<file path="src/rtl/mips_ctrl_pkg.sv">
// ----------------------------------------------------------------------------
// mips_ctrl_pkg
// Shared definitions for the multi-cycle MIPS32 control unit:
//   - opcode values carried in IR[31:26]
//   - ALU-control operation codes
//   - alu_src_b and pc_source mux encodings
//   - FSM state encoding (4 bits)
//   - packed control word produced by the state decoder
// No ports (package only).
// ----------------------------------------------------------------------------
package mips_ctrl_pkg;

    // Supported opcodes. They occupy 0..7 contiguously, so "defined" means
    // "no larger than OP_J".
    localparam logic [5:0] OP_RTYPE = 6'd0;
    localparam logic [5:0] OP_SW    = 6'd1;
    localparam logic [5:0] OP_LW    = 6'd2;
    localparam logic [5:0] OP_ADDI  = 6'd3;
    localparam logic [5:0] OP_ANDI  = 6'd4;
    localparam logic [5:0] OP_ORI   = 6'd5;
    localparam logic [5:0] OP_BEQ   = 6'd6;
    localparam logic [5:0] OP_J     = 6'd7;

    // ALU-control operation codes
    localparam logic [2:0] ALU_ADD   = 3'b000;
    localparam logic [2:0] ALU_SUB   = 3'b001;
    localparam logic [2:0] ALU_FUNCT = 3'b010;
    localparam logic [2:0] ALU_AND   = 3'b011;
    localparam logic [2:0] ALU_OR    = 3'b100;

    // ALU operand B select
    localparam logic [1:0] SRCB_RT      = 2'b00;
    localparam logic [1:0] SRCB_FOUR    = 2'b01;
    localparam logic [1:0] SRCB_IMM     = 2'b10;
    localparam logic [1:0] SRCB_IMM_SH2 = 2'b11;

    // PC source select
    localparam logic [1:0] PCSRC_ALU    = 2'b00;
    localparam logic [1:0] PCSRC_ALUOUT = 2'b01;
    localparam logic [1:0] PCSRC_JUMP   = 2'b10;

    typedef enum logic [3:0] {
        S_IDLE     = 4'd0,
        S_FETCH    = 4'd1,
        S_DECODE   = 4'd2,
        S_MEM_ADDR = 4'd3,
        S_MEM_RD   = 4'd4,
        S_MEM_WB   = 4'd5,
        S_MEM_WR   = 4'd6,
        S_R_EXEC   = 4'd7,
        S_I_EXEC   = 4'd8,
        S_ALU_WB   = 4'd9,
        S_BRANCH   = 4'd10,
        S_JUMP     = 4'd11,
        S_ERROR    = 4'd12
    } state_t;

    // Registered part of the control word. ir_write and the fetch PC load
    // are not here: they are qualified by mem_ready in the top.
    typedef struct packed {
        logic       pc_write;
        logic       pc_write_cond;
        logic [1:0] pc_source;
        logic       i_or_d;
        logic       mem_read;
        logic       mem_write;
        logic       reg_dest;
        logic       mem_to_reg;
        logic       reg_write;
        logic       alu_src_a;
        logic [1:0] alu_src_b;
        logic [2:0] aluop;
        logic       instr_done;
    } ctrl_t;

endpackage

</file>
<file path="src/rtl/mc_ctrl_decode.sv">
// ----------------------------------------------------------------------------
// mc_ctrl_decode
// Pure combinational decode of an FSM state (plus opcode where the state
// needs it) into the datapath control word.
// Ports:
//   state_i     in  state_t   state to decode (the FSM's next state)
//   opcode_i    in  OP_W      IR opcode field
//   ctrl_o      out ctrl_t    control word for that state
//   op_valid_o  out 1         opcode is one of the supported instructions
// ----------------------------------------------------------------------------
module mc_ctrl_decode
    import mips_ctrl_pkg::*;
#(
    parameter int OP_W = 6
) (
    input  state_t            state_i,
    input  logic [OP_W-1:0]   opcode_i,
    output ctrl_t             ctrl_o,
    output logic              op_valid_o
);

    // Supported opcodes are contiguous from zero.
    assign op_valid_o = (opcode_i <= OP_W'(OP_J));

    always_comb begin
        ctrl_o = '0;
        case (state_i)
            S_FETCH: begin
                // PC + 4 computed while the instruction is read
                ctrl_o.mem_read  = 1'b1;
                ctrl_o.i_or_d    = 1'b0;
                ctrl_o.alu_src_a = 1'b0;
                ctrl_o.alu_src_b = SRCB_FOUR;
                ctrl_o.aluop     = ALU_ADD;
                ctrl_o.pc_source = PCSRC_ALU;
            end
            S_DECODE: begin
                // Speculative branch target: PC + (sext imm << 2)
                ctrl_o.alu_src_a = 1'b0;
                ctrl_o.alu_src_b = SRCB_IMM_SH2;
                ctrl_o.aluop     = ALU_ADD;
            end
            S_MEM_ADDR: begin
                ctrl_o.alu_src_a = 1'b1;
                ctrl_o.alu_src_b = SRCB_IMM;
                ctrl_o.aluop     = ALU_ADD;
            end
            S_MEM_RD: begin
                ctrl_o.mem_read = 1'b1;
                ctrl_o.i_or_d   = 1'b1;
            end
            S_MEM_WB: begin
                ctrl_o.reg_write  = 1'b1;
                ctrl_o.mem_to_reg = 1'b1;
                ctrl_o.reg_dest   = 1'b0;
                ctrl_o.instr_done = 1'b1;
            end
            S_MEM_WR: begin
                ctrl_o.mem_write = 1'b1;
                ctrl_o.i_or_d    = 1'b1;
            end
            S_R_EXEC: begin
                ctrl_o.alu_src_a = 1'b1;
                ctrl_o.alu_src_b = SRCB_RT;
                ctrl_o.aluop     = ALU_FUNCT;
            end
            S_I_EXEC: begin
                ctrl_o.alu_src_a = 1'b1;
                ctrl_o.alu_src_b = SRCB_IMM;
                if (opcode_i == OP_W'(OP_ANDI)) begin
                    ctrl_o.aluop = ALU_AND;
                end else if (opcode_i == OP_W'(OP_ORI)) begin
                    ctrl_o.aluop = ALU_OR;
                end else begin
                    ctrl_o.aluop = ALU_ADD;
                end
            end
            S_ALU_WB: begin
                // R-type writes rd, immediate forms write rt
                ctrl_o.reg_write  = 1'b1;
                ctrl_o.mem_to_reg = 1'b0;
                ctrl_o.reg_dest   = (opcode_i == OP_W'(OP_RTYPE));
                ctrl_o.instr_done = 1'b1;
            end
            S_BRANCH: begin
                ctrl_o.alu_src_a     = 1'b1;
                ctrl_o.alu_src_b     = SRCB_RT;
                ctrl_o.aluop         = ALU_SUB;
                ctrl_o.pc_write_cond = 1'b1;
                ctrl_o.pc_source     = PCSRC_ALUOUT;
                ctrl_o.instr_done    = 1'b1;
            end
            S_JUMP: begin
                ctrl_o.pc_write   = 1'b1;
                ctrl_o.pc_source  = PCSRC_JUMP;
                ctrl_o.instr_done = 1'b1;
            end
            default: begin
                // IDLE and ERROR drive everything low
            end
        endcase
    end

endmodule

</file>
<file path="src/rtl/multicycle_ctrl_fsm.sv">
// ----------------------------------------------------------------------------
// multicycle_ctrl_fsm
// Multi-cycle MIPS32 control unit. Moore FSM sequencing FETCH / DECODE /
// EXEC / MEM / WB over a shared memory port, with a mem_ready wait-state
// handshake, a wait-state timeout into a sticky bus error, and an ERROR
// state that is left only through reset.
//
// Control outputs are registered: every edge loads the decode of the next
// state. ir_write and the fetch PC load are the exception: they are the
// FETCH state qualified by mem_ready, so IR/PC only move on a completed
// fetch. instr_done in MEM_WR is likewise qualified by mem_ready.
//
// Build option: define ILLEGAL_OP_TRAP_EN to send undefined opcodes to
// ERROR with sticky illegal_op. Without it an undefined opcode retires as
// a NOP in DECODE and illegal_op is tied low.
//
// Ports:
//   clk, rst_n         clock (rising edge), async active-low reset
//   en                 run enable, sampled in IDLE and at instruction end
//   opcode             IR[31:26], valid from DECODE onward
//   mem_ready          memory completes the access this cycle
//   pc_write           unconditional PC load
//   pc_write_cond      PC load if ALU zero
//   pc_source          00 ALU result, 01 ALUOut, 10 jump target
//   i_or_d             memory address: 0 PC, 1 ALUOut
//   mem_read/mem_write memory requests
//   ir_write           IR load
//   reg_dest           1 rd, 0 rt
//   mem_to_reg         1 MDR, 0 ALUOut
//   reg_write          register file write
//   alu_src_a          0 PC, 1 rs
//   alu_src_b          00 rt, 01 4, 10 sext imm, 11 sext imm<<2
//   aluop              ALU-control operation
//   instr_done         one-cycle pulse in the final state of an instruction
//   bus_err            sticky memory timeout
//   illegal_op         sticky undefined opcode (trap build only)
// ----------------------------------------------------------------------------
module multicycle_ctrl_fsm
    import mips_ctrl_pkg::*;
#(
    parameter int OP_W        = 6,
    parameter int ALUOP_W     = 3,
    parameter int MEM_TIMEOUT = 15
) (
    input  logic               clk,
    input  logic               rst_n,
    input  logic               en,
    input  logic [OP_W-1:0]    opcode,
    input  logic               mem_ready,
    output logic               pc_write,
    output logic               pc_write_cond,
    output logic [1:0]         pc_source,
    output logic               i_or_d,
    output logic               mem_read,
    output logic               mem_write,
    output logic               ir_write,
    output logic               reg_dest,
    output logic               mem_to_reg,
    output logic               reg_write,
    output logic               alu_src_a,
    output logic [1:0]         alu_src_b,
    output logic [ALUOP_W-1:0] aluop,
    output logic               instr_done,
    output logic               bus_err,
    output logic               illegal_op
);

    // Counter value seen on the last tolerated wait cycle
    localparam logic [7:0] WAIT_LAST = 8'(MEM_TIMEOUT - 1);

    state_t     state_q, state_d;
    logic [7:0] wait_q, wait_d;
    ctrl_t      ctrl_q, ctrl_d;
    logic       bus_err_q, bus_err_d;
    logic       illegal_q, illegal_d;
    logic       op_valid;
    logic       in_wait;
    logic       timeout;
    state_t     end_next;

    mc_ctrl_decode #(
        .OP_W (OP_W)
    ) u_decode (
        .state_i    (state_d),
        .opcode_i   (opcode),
        .ctrl_o     (ctrl_d),
        .op_valid_o (op_valid)
    );

    // A wait cycle is any memory-access state whose access has not completed.
    // mem_ready on the last tolerated cycle completes the access instead of
    // raising the timeout.
    assign in_wait = (state_q == S_FETCH) || (state_q == S_MEM_RD) ||
                     (state_q == S_MEM_WR);
    assign timeout = in_wait && !mem_ready && (wait_q == WAIT_LAST);

    // ------------------------------------------------------------------
    // State / counter / flag / control-word register
    // ------------------------------------------------------------------
    always_ff @(posedge clk or negedge rst_n) begin
        if (!rst_n) begin
            state_q   <= S_IDLE;
            wait_q    <= '0;
            ctrl_q    <= '0;
            bus_err_q <= 1'b0;
            illegal_q <= 1'b0;
        end else begin
            state_q   <= state_d;
            wait_q    <= wait_d;
            ctrl_q    <= ctrl_d;
            bus_err_q <= bus_err_d;
            illegal_q <= illegal_d;
        end
    end

    // ------------------------------------------------------------------
    // Next-state, wait counter and sticky flags
    // ------------------------------------------------------------------
    always_comb begin
        state_d  = state_q;
        end_next = en ? S_FETCH : S_IDLE;

        case (state_q)
            S_IDLE: begin
                if (en) state_d = S_FETCH;
            end
            S_FETCH: begin
                if (mem_ready)    state_d = S_DECODE;
                else if (timeout) state_d = S_ERROR;
            end
            S_DECODE: begin
                case (opcode)
                    OP_W'(OP_RTYPE): state_d = S_R_EXEC;
                    OP_W'(OP_SW),
                    OP_W'(OP_LW):    state_d = S_MEM_ADDR;
                    OP_W'(OP_ADDI),
                    OP_W'(OP_ANDI),
                    OP_W'(OP_ORI):   state_d = S_I_EXEC;
                    OP_W'(OP_BEQ):   state_d = S_BRANCH;
                    OP_W'(OP_J):     state_d = S_JUMP;
`ifdef ILLEGAL_OP_TRAP_EN
                    default:         state_d = S_ERROR;
`else
                    // Undefined opcode retires here as a NOP
                    default:         state_d = end_next;
`endif
                endcase
            end
            S_MEM_ADDR: begin
                state_d = (opcode == OP_W'(OP_LW)) ? S_MEM_RD : S_MEM_WR;
            end
            S_MEM_RD: begin
                if (mem_ready)    state_d = S_MEM_WB;
                else if (timeout) state_d = S_ERROR;
            end
            S_MEM_WR: begin
                if (mem_ready)    state_d = end_next;
                else if (timeout) state_d = S_ERROR;
            end
            S_R_EXEC,
            S_I_EXEC: begin
                state_d = S_ALU_WB;
            end
            S_MEM_WB,
            S_ALU_WB,
            S_BRANCH,
            S_JUMP: begin
                state_d = end_next;
            end
            S_ERROR: begin
                state_d = S_ERROR;
            end
            default: begin
                state_d = S_IDLE;
            end
        endcase

        // Counts only while stalled in the same access; any completion,
        // exit or timeout clears it.
        if (in_wait && !mem_ready && !timeout) begin
            wait_d = wait_q + 8'd1;
        end else begin
            wait_d = '0;
        end

        bus_err_d = bus_err_q | timeout;

`ifdef ILLEGAL_OP_TRAP_EN
        illegal_d = illegal_q | ((state_q == S_DECODE) && !op_valid);
`else
        illegal_d = 1'b0;
`endif
    end

    // ------------------------------------------------------------------
    // Outputs: registered control word plus mem_ready-qualified strobes
    // ------------------------------------------------------------------
    always_comb begin
        ir_write      = (state_q == S_FETCH) && mem_ready;
        pc_write      = ctrl_q.pc_write | ir_write;
        pc_write_cond = ctrl_q.pc_write_cond;
        pc_source     = ctrl_q.pc_source;
        i_or_d        = ctrl_q.i_or_d;
        mem_read      = ctrl_q.mem_read;
        mem_write     = ctrl_q.mem_write;
        reg_dest      = ctrl_q.reg_dest;
        mem_to_reg    = ctrl_q.mem_to_reg;
        reg_write     = ctrl_q.reg_write;
        alu_src_a     = ctrl_q.alu_src_a;
        alu_src_b     = ctrl_q.alu_src_b;
        aluop         = ALUOP_W'(ctrl_q.aluop);
        bus_err       = bus_err_q;
`ifdef ILLEGAL_OP_TRAP_EN
        illegal_op    = illegal_q;
        instr_done    = ctrl_q.instr_done |
                        ((state_q == S_MEM_WR) && mem_ready);
`else
        // illegal_q is held low in this build
        illegal_op    = illegal_q;
        instr_done    = ctrl_q.instr_done |
                        ((state_q == S_MEM_WR) && mem_ready) |
                        ((state_q == S_DECODE) && !op_valid);
`endif
    end

endmodule

</file>
<file path="config.mk">
export PLATFORM = sky130hd
export DESIGN_NAME = multicycle_ctrl_fsm
export DESIGN_NICKNAME = d
export VERILOG_FILES = /design/src/rtl/mips_ctrl_pkg.sv /design/src/rtl/mc_ctrl_decode.sv /design/src/rtl/multicycle_ctrl_fsm.sv
export SDC_FILE = /design/constraint.sdc
export NUM_CORES = 1
export LEC_CHECK = 0
export ABC_CLOCK_PERIOD_IN_PS = 3840
export CAP_MARGIN = 20
export CORE_AREA = 2 2 85 71
export DETAILED_ROUTE_END_ITERATION = 8
export DIE_AREA = 0 0 87 73
export SKIP_LAST_GASP = 1
export SYNTH_ARGS = -nofsm -noshare
export SYNTH_HDL_FRONTEND = slang
export SYNTH_SLANG_ARGS = --single-unit
</file>
<file path="constraint.sdc">
create_clock -name clk -period 3.84 [get_ports clk]
set_input_delay 1.152 -clock clk [delete_from_list [all_inputs] [get_ports clk]]
set_output_delay 1.152 -clock clk [all_outputs]
set_load 0.03 [all_outputs]
</file>
# After elaboration in Yosys (flattened, before gate mapping)
# Cells that the tools add are included.
# totals
output_inout_bits,20
reg_bits,30
# classes
n_bitwise,4
n_lt_le_gt_ge,1
n_mux,21
addsub,1
n_eq_ne,31
n_reduce_logical,20
# op_table
op,count
"4-bit equality test, second input constant",9
4-bit one-hot mux with 9 select lines,1
6-bit one-hot mux with 6 select lines,1
"4-bit by 3-bit equality test with 1-bit output, second input constant",8
"6-bit by 3-bit equality test with 1-bit output, second input constant",4
4-bit two-way mux,5
4-bit one-hot mux with 5 select lines,1
"4-bit by 2-bit equality test with 1-bit output, second input constant",4
"6-bit by 2-bit equality test with 1-bit output, second input constant",2
"8-bit by 1-bit adder with 8-bit output, second input constant",1
"4-bit by 1-bit equality test with 1-bit output, second input constant",2
"8-bit by 4-bit equality test with 1-bit output, second input constant",1
8-bit two-way mux,1
2-bit OR reduction,4
4-bit OR reduction,2
1-bit two-way mux,7
"6-bit by 1-bit equality test with 1-bit output, second input constant",1
"6-bit by 3-bit <= comparator with 1-bit output, second input constant",1
1-bit logical AND,6
6-bit logical NOT,1
3-bit two-way mux,2
3-bit one-hot mux with 2 select lines,1
4-bit logical NOT,1
1-bit bitwise OR,4
other kinds (5),8

# Logic depth before layout (Yosys ltp)
# Gate-level depths: netlist of the first run.
# depth
ltp_word,11
mapped_depth,8

# Hierarchy
# A second synthesis of the first run with hierarchy kept.
# unflattened
cells_unflattened,150
hier_area_um2,1566.5
# modules_own_cells
mod,area_per_inst_um2,instances,cells_per_inst
multicycle_ctrl_fsm,1357.6,1,116
mc_ctrl_decode,209.0,1,34

# Least setup slack after synthesis of the first run
# No wires, ideal clock.
# synth_path
kind,in2out
start,input port mem_ready
end,output port pc_write
arrival_time_ps,1996
path_stages,3
t_required_ps,2688
path_slack_ps,692
cell_sequence,buf_4 > and4b_1 > or2_2
# synth_via
elab_chain_len,2
# synth_lines
item,line,text
"start, declared",multicycle_ctrl_fsm.sv:49,"input logic mem_ready,"
1-bit logical AND,multicycle_ctrl_fsm.sv:199,ir_write = (state_q == S_FETCH) && mem_ready;
net ir_write,multicycle_ctrl_fsm.sv:56,"output logic ir_write,"
1-bit bitwise OR,multicycle_ctrl_fsm.sv:200,pc_write = ctrl_q.pc_write | ir_write;
"end, declared",multicycle_ctrl_fsm.sv:50,"output logic pc_write,"
# The timed path passes the listed nets, and every way through them passes these cells.

# Final worst setup path of the first run
# layout_path
start,input port mem_ready
end,output port pc_write
# layout_via
elab_chain_len,2
# layout_lines
item,line
1-bit logical AND,multicycle_ctrl_fsm.sv:199
1-bit bitwise OR,multicycle_ctrl_fsm.sv:200
# No other way between the ends.

==> summary.txt, run 1 <==
Setup path
  • CP most frequent cell: buf_4
  • Worst Path Max Fanout: 8
  • Slowest cell on the critical path: clkdlybuf4s50_1
  • End of the worst register-to-register path: aluop[1]
  • CP Buf/Inv Count: 3
  • CP Data Arrival Time: roughly 2400 ps
  • Crit-path max cell delay: about 450 ps
  • Reg2reg start: state_q[3]
  • Reg2reg setup slack: around 1500 ps
  • Setup CP Type: in2out
  • Crit path launch type: input pin
  • Cells on worst reg2reg path: 7
  • CP Cell Sequence: clkdlybuf4s50_1, buf_4, and4b_1, or2_2, buf_4
  • Critical Path RT: between 2000 and 3000 ps
  • Critical path's top delay family: buffers and inverters
  • CP endpoint kind: output pin

Finish
  • Share of cells above drive strength 1: 0.137
  • Max reg flops: 8
  • Area growth syn-to-layout: 24.4%
  • Final Instance Count excl. Fillers: around 260
  • Largest reg by FF count: wait_q
  • Ant diodes: 0
  • Final #Nets: slightly above 200
  • Fill cells: roughly 540

Worst hold path
  • Hold Path Sink: bus_err
  • Hold Path Stages: 1
  • Hold Crit Start: bus_err
  • Hold WC Path Type: reg2reg

Timing
  • Fin. max-slew vios: 0
  • Unrepaired setup endpoints after global routing: false
  • Final Setup Violations: 0
  • Hold Worst Slack: approximately 480 ps
  • Max Clk Rate: roughly 280 MHz
  • Relative slew slack: 0.633
  • Final Critical Period: roughly 3600 ps
  • Final hold vios: 0
  • Clk_skew: 6.35 ps
  • Final period util: 0.927
  • TNS Setup: 0 ps
  • Worst slew pin tran: roughly 550 ps

Floorplanning
  • Core area: 5600 µm²
  • Die Width: around 87 µm
  • Site Rows: 25
  • Ports: 30
  • Die height: around 73 µm
  • DIE AREA: ~6400 µm²
  • Initial Util: 0.284

Placement
  • RePlAce Congestion: a little under 0.8
  • PortBufs: 28
  • Placed cells: 250
  • DPL Wire Length: about 2400 µm

CTS
  • Total clock sinks: 29
  • Total CTS buffers: 5
  • TritonCTS clock tree: yes
  • Clk root buf: clkbuf_8
  • H-tree Lvls: 2
  • Clock transition at path regs: approximately 60 ps
  • Clk Latency, worst-skew pair: roughly 270 ps
  • Max clock buf depth: 2

Synth
  • Library cells used by synthesis: 47
  • Number of enable flip-flop cells after synthesis: 0
  • Top FF cell, synth: dfrtp_1
  • Syn Inst Count: about 160
  • Avg Cell Area, Syn: just under 10 µm²
  • Seq cells post-synth: 29
  • Post-Syn Nets: roughly 180
  • Sequential area share after synthesis: 0.457
  • Mapped Area: around 1600 µm²
  • Yosys warns: 0
  • FFs w/ async S/R, synth: 1.00

Routing
  • Iter 0 DRT Violations: 90
  • Via count of the routed design: 1238
  • WL final: around 3300 µm
  • Via density: just under 5
  • TritonRoute pass-1 iters: 4
  • Drt wl/cell: 12.9 µm
  • DRC violations left: 0
  • Post-DRT Antenna Nets: 0

Pwr
  • Leakage: between 0.8 and 0.9 nW
  • PD cells: roughly 610 nW/µm²
  • Total power draw: between 1 and 1.5 mW
  • VDD IR max: roughly 0.13 mV

GRT
  • Largest net degree at the start of global routing: 30
  • Grt ovf: 0
  • GRT Util Overall: 0.112
  • Vias in the first global route: 1128
  • First-pass GRT wire length: 5460 µm
  • Initial antenna violation count: 0

Flow run
  • Max Cap Violations: 0

Status
  • Outcome: complete, no violations
-- worst max path at each step --
stage / startpoint / to / slack (ps) / depth (start not counted)
after floorplan: mem_ready / pc_write / 690 / 3
after global placement: opcode[4] / instr_done / 60 / 5
after detailed placement: opcode[5] / instr_done / 50 / 5
after CTS: opcode[5] / instr_done / 50 / 5
after global routing: mem_ready / pc_write / 210 / 5
final: mem_ready / pc_write / 280 / 5
-- power breakdown --
group	switching (mW)	internal (mW)	total, mW
sequential	0.0578	0.361	0.419
combinational	0.313	0.224	0.537
clock	0.104	0.142	0.246
total	0.475	0.727	1.20
-- kinds of logic (layout without fill, tap and decap cells) --
family / count (synthesis) / in the layout / synth area share
flops: 29 / 29 / 0.457
simple gates: 78 / 78 / 0.285
buf+inv: 20 / 46 / 0.0756
mux: 1 / 1 / 0.00630
xor+xnor: 5 / 5 / 0.0276
other cells: 1 / 1 / 0.00236
fa+ha+maj: 2 / 2 / 0.0158
compound gates: 28 / 28 / 0.130
-- worst register-to-register path, cell delays in order, from the launching register on --
cell	delay [ps]
dfrtp_1	620
nor2_1	170
and4b_1	240
buf_4	140
a31oi_1	170
and3_1	350
or4b_1	470
nand2_1	80
-- stage by stage --
step                       util  worst slack (ps)  cell area [µm²]
after CTS                 0.352              46.5             1970
after global routing      0.353               214             1980
after detailed placement  0.337              52.2             1890
final                     0.353               279             1980
after global placement    0.337              59.6             1890
after floorplan               -               692             1590
-- what timing repair did --
action                                  in CTS  in global routing
setup buffers                                0                  0
endpoints found under the setup margin       0                  1
hold buffers                                 0                  0
resized for setup                            0                  1
-- placed cells by master, fill, tap and decap left out, types with 2 or more instances in the layout --
master / Yosys / routed
a21o_1: 3 / 3
a21oi_1: 6 / 6
a31oi_1: 2 / 2
and3_1: 4 / 4
buf_4: 11 / 7
clkbuf_8: 0 / 6
clkdlybuf4s50_1: 0 / 25
dfrtp_1: 29 / 29
ha_1: 2 / 2
inv_1: 6 / 6
nand2_1: 13 / 13
nand2b_1: 6 / 6
nand3_1: 3 / 3
nand4_1: 3 / 3
nand4b_1: 3 / 3
nor2_1: 19 / 19
nor3_1: 4 / 4
nor3_2: 2 / 2
nor4_1: 2 / 2
nor4b_2: 2 / 2
o211ai_1: 3 / 3
o21ai_0: 3 / 3
o21ai_1: 2 / 2
o21bai_1: 2 / 2
or2_2: 2 / 2
or3_1: 4 / 4
xor2_1: 4 / 4
-- final cells by class --
| type | instances | area (µm²) | share of cell area |
|---|---|---|---|
| Inverter | 6 | 22.5 | 0.0114 |
| Clock buffer | 7 | 86.3 | 0.0437 |
| Sequential cell | 29 | 726 | 0.367 |
| Timing Repair Buffer | 33 | 315 | 0.160 |
| Tap cell | 67 | 83.8 | 0.0424 |
| Multi-Input combinational cell | 115 | 742 | 0.376 |
-- routing by layer --
metal	vias to the layer above	GRT usage	share of wire
met4	0	0.0469	0.011
met3	4	0.0238	0.046
met2	40	0.166	0.45
met1	579	0.157	0.49
li1	615	-	-
met5	-	0	0
-- synthesized netlist by cell type (3+ instances only) --
cell type / instances / area [µm²]
nand2_1: 13 / 48.8
and3_1: 4 / 25.0
buf_4: 11 / 82.6
dfrtp_1: 29 / 726
a21o_1: 3 / 22.5
nand2b_1: 6 / 37.5
inv_1: 6 / 22.5
nand3_1: 3 / 15.0
o21ai_0: 3 / 15.0
nand4b_1: 3 / 26.3
nor2_1: 19 / 71.3
nand4_1: 3 / 18.8
xor2_1: 4 / 35.0
nor3_1: 4 / 20.0
o211ai_1: 3 / 22.5
buf_2: 3 / 15.0
a21oi_1: 6 / 30.0
or3_1: 4 / 25.0
Power figures use the tool's default switching activity.
==> run 2: changes to the inputs <==
--- a/config.mk
+++ b/config.mk
@@ -7,9 +7,13 @@
 export LEC_CHECK = 0
 export ABC_CLOCK_PERIOD_IN_PS = 3840
 export CAP_MARGIN = 20
+export CELL_PAD_IN_SITES_DETAIL_PLACEMENT = 0
+export CELL_PAD_IN_SITES_GLOBAL_PLACEMENT = 1
 export CORE_AREA = 2 2 85 71
 export DETAILED_ROUTE_END_ITERATION = 8
 export DIE_AREA = 0 0 87 73
+export PLACE_DENSITY_LB_ADDON = 0.1
+export SKIP_CTS_REPAIR_TIMING = 1
 export SKIP_LAST_GASP = 1
 export SYNTH_ARGS = -nofsm -noshare
 export SYNTH_HDL_FRONTEND = slang
==> run 2 against run 1 <==
Clock skew shrank 3.2 ps; die area is the same; power shrank 1.8%; critical path type unchanged; critical endpoint is now instr_done; highest routed layer unchanged.
==> summary.txt, run 2 (same netlist as run 1, synthesis figures left out) <==
Pwr
  • Total power draw: ~1.2 mW
  • VDD IR max: 0.144 mV
  • Leakage: a little under 0.9 nW
  • Sw power: just under 0.5 mW
  • Flop pwr share: 0.374
  • PD cells: a little over 600 nW/µm²
  • Internal Power: about 0.70 mW
  • Sw Share: 0.409
  • Proportion of power drawn by combinational gates: 0.427
  • Clock share of power: 0.198

Routing
  • DRC violations left: 0
  • Via count of the routed design: 1227
  • Via density: approximately 4.8
  • WL final: between 3000 and 4000 µm
  • TritonRoute pass-1 iters: 4
  • Iter 0 DRT Violations: 62
  • Drt wl/cell: roughly 14 µm
  • Post-DRT Antenna Nets: 0

Timing
  • TNS Setup: 0 ps
  • Unrepaired setup endpoints after global routing: false
  • Clk_skew: 3.16 ps
  • Final period util: 0.906
  • Final Critical Period: between 3000 and 4000 ps
  • Worst slew pin tran: about 530 ps
  • Max Clk Rate: 287 MHz
  • Fin. max-slew vios: 0
  • Hold Worst Slack: 472 ps
  • Final Setup Violations: 0
  • Relative slew slack: 0.647
  • Final hold vios: 0

Finish
  • Ant diodes: 0
  • Max reg flops: 8
  • Largest reg by FF count: wait_q
  • Area growth syn-to-layout: 22.9%
  • Fill cells: approximately 570
  • Commonest cells after routing, fill and taps aside: dfrtp_1 (29), clkdlybuf4s50_1 (25), nor2_1 (19)
  • Finished Core Util: 0.349
  • Commonest non-fill, non-tap cell in the layout: dfrtp_1
  • Final Instance Count excl. Fillers: 256
  • Share of cells above drive strength 1: 0.138
  • Reg area: 726 µm²
  • Area of the multi-input gates: between 700 and 800 µm²
  • Final #Nets: 200

Worst hold path
  • Hold Path Stages: 1
  • Hold Path Sink: bus_err
  • Hold Crit Start: bus_err
  • Hold WC Path Type: reg2reg

Floorplanning
  • Initial Util: 0.284
  • Site Rows: 25
  • Ports: 30
  • DIE AREA: roughly 6400 µm²
  • Die height: between 70 and 80 µm
  • Core area: around 5600 µm²
  • Die Width: ~87 µm

Placement
  • DPL Wire Length: 2610 µm
  • PortBufs: 28
  • RePlAce Congestion: 0.806
  • Placed cells: 248

GRT
  • Largest net degree at the start of global routing: 30
  • Grt ovf: 0
  • Initial antenna violation count: 0
  • GRT Util Overall: 0.120
  • Vias in the first global route: ~1200
  • First-pass GRT wire length: a little under 6000 µm

Setup path
  • CP Data Arrival Time: between 2000 and 2500 ps
  • Worst Path Max Fanout: 2
  • End of the worst register-to-register path: aluop[1]
  • Setup CP Type: in2out
  • Critical Path RT: roughly 2700 ps
  • CP endpoint kind: output pin
  • Reg2reg setup slack: between 1500 and 2000 ps
  • Reg2reg start: state_q[3]
  • Crit path launch type: input pin
  • Cells on worst reg2reg path: 6

CTS
  • H-tree Lvls: 2
  • Clk root buf: clkbuf_8
  • Clock transition at path regs: 60 ps
  • Total clock sinks: 29
  • Total CTS buffers: 5
  • Max clock buf depth: 2
  • Clk Latency, worst-skew pair: approximately 270 ps
  • TritonCTS clock tree: yes

Flow run
  • Max Cap Violations: 0

Status
  • Outcome: complete, no violations
## run 2: cell types whose count changed in the layout (fill, tap and decap cells not counted)
cell	delta
dlymetal6s2s_1	-1
buf_4	-1
clkbuf_8	-1
clkinv_2	+2
## run 2: worst max-delay path, cell delays in order
cell and delay [ps]:
clkdlybuf4s50_1 430, nor3_2 260, o21ai_0 130, a21o_1 190, buf_4 160
## run 2: power by group through the flow
stage | combinational (mW) | sequential (mW) | clock (mW)
after floorplan | 0.372 | 0.438 | 0
after global placement | 0.515 | 0.448 | 0
after detailed placement | 0.509 | 0.444 | 0
after CTS | 0.511 | 0.441 | 0.243
after global routing | 0.556 | 0.453 | 0.253
final | 0.504 | 0.442 | 0.234
## run 2: metal layers
layer	up-vias	routed length, µm	GRT usage	share of wire
met4	0	65	0.0469	0.019
met5	-	0	0	0
met1	580	1850	0.178	0.53
li1	609	-	-	-
met3	6	143	0.0305	0.041
met2	32	1430	0.167	0.41
## run 2: cell type report
cell class	instances	share of cell area
clock inverters	2	0.00513
well taps	67	0.0429
inverters	6	0.0115
clock buffers	6	0.0372
flip-flops and latches	29	0.372
repair buffers	31	0.151
multi-input cells	115	0.380
## run 2: how the worst max path moves through the flow
stage	slack, ps	start	endpoint
floorplan	690	mem_ready	pc_write
global placement	370	opcode[5]	instr_done
detailed placement	350	opcode[5]	instr_done
CTS	350	opcode[5]	instr_done
global route	280	opcode[5]	instr_done
finish	360	opcode[5]	instr_done
## run 2: through the flow
stage / setup slack (ps) / cell area, µm²
floorplan: 692 / 1590
global placement: 372 / 1870
detailed placement: 353 / 1870
CTS: 351 / 1950
global route: 285 / 1950
finish: 361 / 1950
==> run 3: changes to the inputs <==
--- a/config.mk
+++ b/config.mk
@@ -12,6 +12,7 @@
 export CORE_AREA = 2 2 85 71
 export DETAILED_ROUTE_END_ITERATION = 8
 export DIE_AREA = 0 0 87 73
+export MAX_ROUTING_LAYER = met4
 export PLACE_DENSITY_LB_ADDON = 0.1
 export SKIP_CTS_REPAIR_TIMING = 1
 export SKIP_LAST_GASP = 1
==> run 3 against run 2 <==
Sequential power about the same; hold slack unchanged; combinational power about the same; clock skew increased by 0.67 ps; flip-flop and latch count unchanged; die area unchanged; non-clock buffer count unchanged.
==> summary.txt, run 3 (same netlist as run 1, synthesis figures left out) <==
Pwr
  • PD cells: roughly 610 nW/µm²
  • VDD IR max: ~0.14 mV
  • Leakage: about 0.87 nW

Setup path
  • Worst Path Max Fanout: 2
  • End of the worst register-to-register path: aluop[1]
  • CP Data Arrival Time: 2330 ps
  • Crit-path max cell delay: 430 ps
  • Crit path launch type: input pin
  • Critical Path RT: roughly 2700 ps
  • Reg2reg start: state_q[3]
  • CP Cell Sequence: clkdlybuf4s50_1, nor3_2, o21ai_0, a21o_1, buf_4
  • CP Buf/Inv Count: 2
  • Reg2reg setup slack: 1520 ps
  • Critical path's top delay family: buffers and inverters
  • CP endpoint kind: output pin
  • Setup CP Type: in2out
  • Cells on worst reg2reg path: 6
  • Worst setup startpoint: opcode[5]
  • Slowest cell on the critical path: clkdlybuf4s50_1
  • End of the critical path: instr_done
  • Number of cells on the critical path: 5

Floorplanning
  • Site Rows: 25
  • Die height: about 73 µm
  • Ports: 30
  • Core area: 5600 µm²
  • Initial Util: 0.284
  • Die Width: about 87 µm
  • DIE AREA: roughly 6400 µm²

Finish
  • Final #Nets: 200
  • Ant diodes: 0
  • Largest reg by FF count: wait_q
  • Area growth syn-to-layout: 22.9%
  • Commonest cells after routing, fill and taps aside: dfrtp_1 (29), clkdlybuf4s50_1 (25), nor2_1 (19)
  • Share of cells above drive strength 1: 0.138
  • Final Instance Count excl. Fillers: between 200 and 300
  • Max reg flops: 8
  • Commonest non-fill, non-tap cell in the layout: dfrtp_1

Placement
  • Placed cells: 248
  • DPL Wire Length: about 2600 µm
  • PortBufs: 28
  • RePlAce Congestion: 0.818

Timing
  • Fin. max-slew vios: 0
  • Relative slew slack: 0.647
  • Clk_skew: about 3.8 ps
  • Final hold vios: 0
  • Final Setup Violations: 0
  • Unrepaired setup endpoints after global routing: false
  • Final period util: 0.906
  • Worst slew pin tran: 530 ps
  • TNS Setup: 0 ps
  • Max Clk Rate: about 290 MHz
  • Final Critical Period: between 3000 and 4000 ps

Worst hold path
  • Hold WC Path Type: reg2reg

Status
  • Outcome: complete, no violations

GRT
  • Grt ovf: 0
  • GRT Util Overall: 0.124
  • First-pass GRT wire length: around 5800 µm
  • Largest net degree at the start of global routing: 30
  • Initial antenna violation count: 0
  • Vias in the first global route: 1163

Routing
  • Via count of the routed design: roughly 1200
  • DRC violations left: 0
  • Post-DRT Antenna Nets: 0
  • Iter 0 DRT Violations: 63
  • TritonRoute pass-1 iters: 4
  • Drt wl/cell: 13.7 µm
  • WL final: 3510 µm
  • Via density: 4.78

CTS
  • Clk root buf: clkbuf_8
  • Clk Latency, worst-skew pair: about 270 ps
  • Total clock sinks: 29
  • Total CTS buffers: 5
  • Clock transition at path regs: roughly 60 ps
  • TritonCTS clock tree: yes
  • H-tree Lvls: 2
  • Max clock buf depth: 2

Flow run
  • Max Cap Violations: 0
## run 3: cell counts in the layout (fill, tap and decap cells not counted)
Identical to the previous run, type by type.
## run 3: worst min-delay path by stage
stage,from,end,slack (ps),depth (start not counted)
floorplan,wait_q[0],wait_q[0],480,1
global placement,bus_err,bus_err,460,1
detailed placement,bus_err,bus_err,460,1
CTS,bus_err,bus_err,480,1
global route,bus_err,bus_err,490,1
finish,bus_err,bus_err,470,1
## run 3: per-layer routing
layer  vias to the layer above  global-route usage  share of wire  wire length (µm)
met2                        32               0.167           0.41              1430
li1                        609                   -              -                 -
met1                       577               0.178           0.53              1870
met3                         6              0.0305          0.041               142
met5                         -                   -              0                 0
met4                         0              0.0469          0.018                63
## run 3: layout make-up
class	count	area, µm²
clock inverter	2	10.0
sequential	29	726
fill	573	3650
tap	67	83.8
inverter	6	22.5
clock buffer	6	72.6
timing repair buffer	31	295
multi-input combinational	115	742
## run 3: worst reg2reg max path, delay by kind of cell, from the launching register on
kind	cells	cell delay [ps]
flops	1	640
simple gates	5	1430
compound gates	1	190
## run 3: where the power goes
group	switching [mW]	leakage (nW)	total, mW	internal (mW)
Sequential	0.0815	0.395	0.442	0.361
Combinational	0.292	0.430	0.504	0.212
Clock	0.110	0.0450	0.235	0.125
## run 3: metrics by stage
stage | power [mW] | utilization | hold slack [ps] | instance area [µm²] | worst slack, ps
3_5_place_dp | 0.953 | 0.334 | 461 | 1870 | 353
5_1_grt | 1.26 | 0.349 | 494 | 1950 | 285
2_1_floorplan | 0.809 | - | 475 | 1590 | 692
6_report | 1.18 | 0.349 | 472 | 1950 | 361
4_1_cts | 1.19 | 0.349 | 478 | 1950 | 351
3_3_place_gp | 0.963 | 0.334 | 459 | 1870 | 372
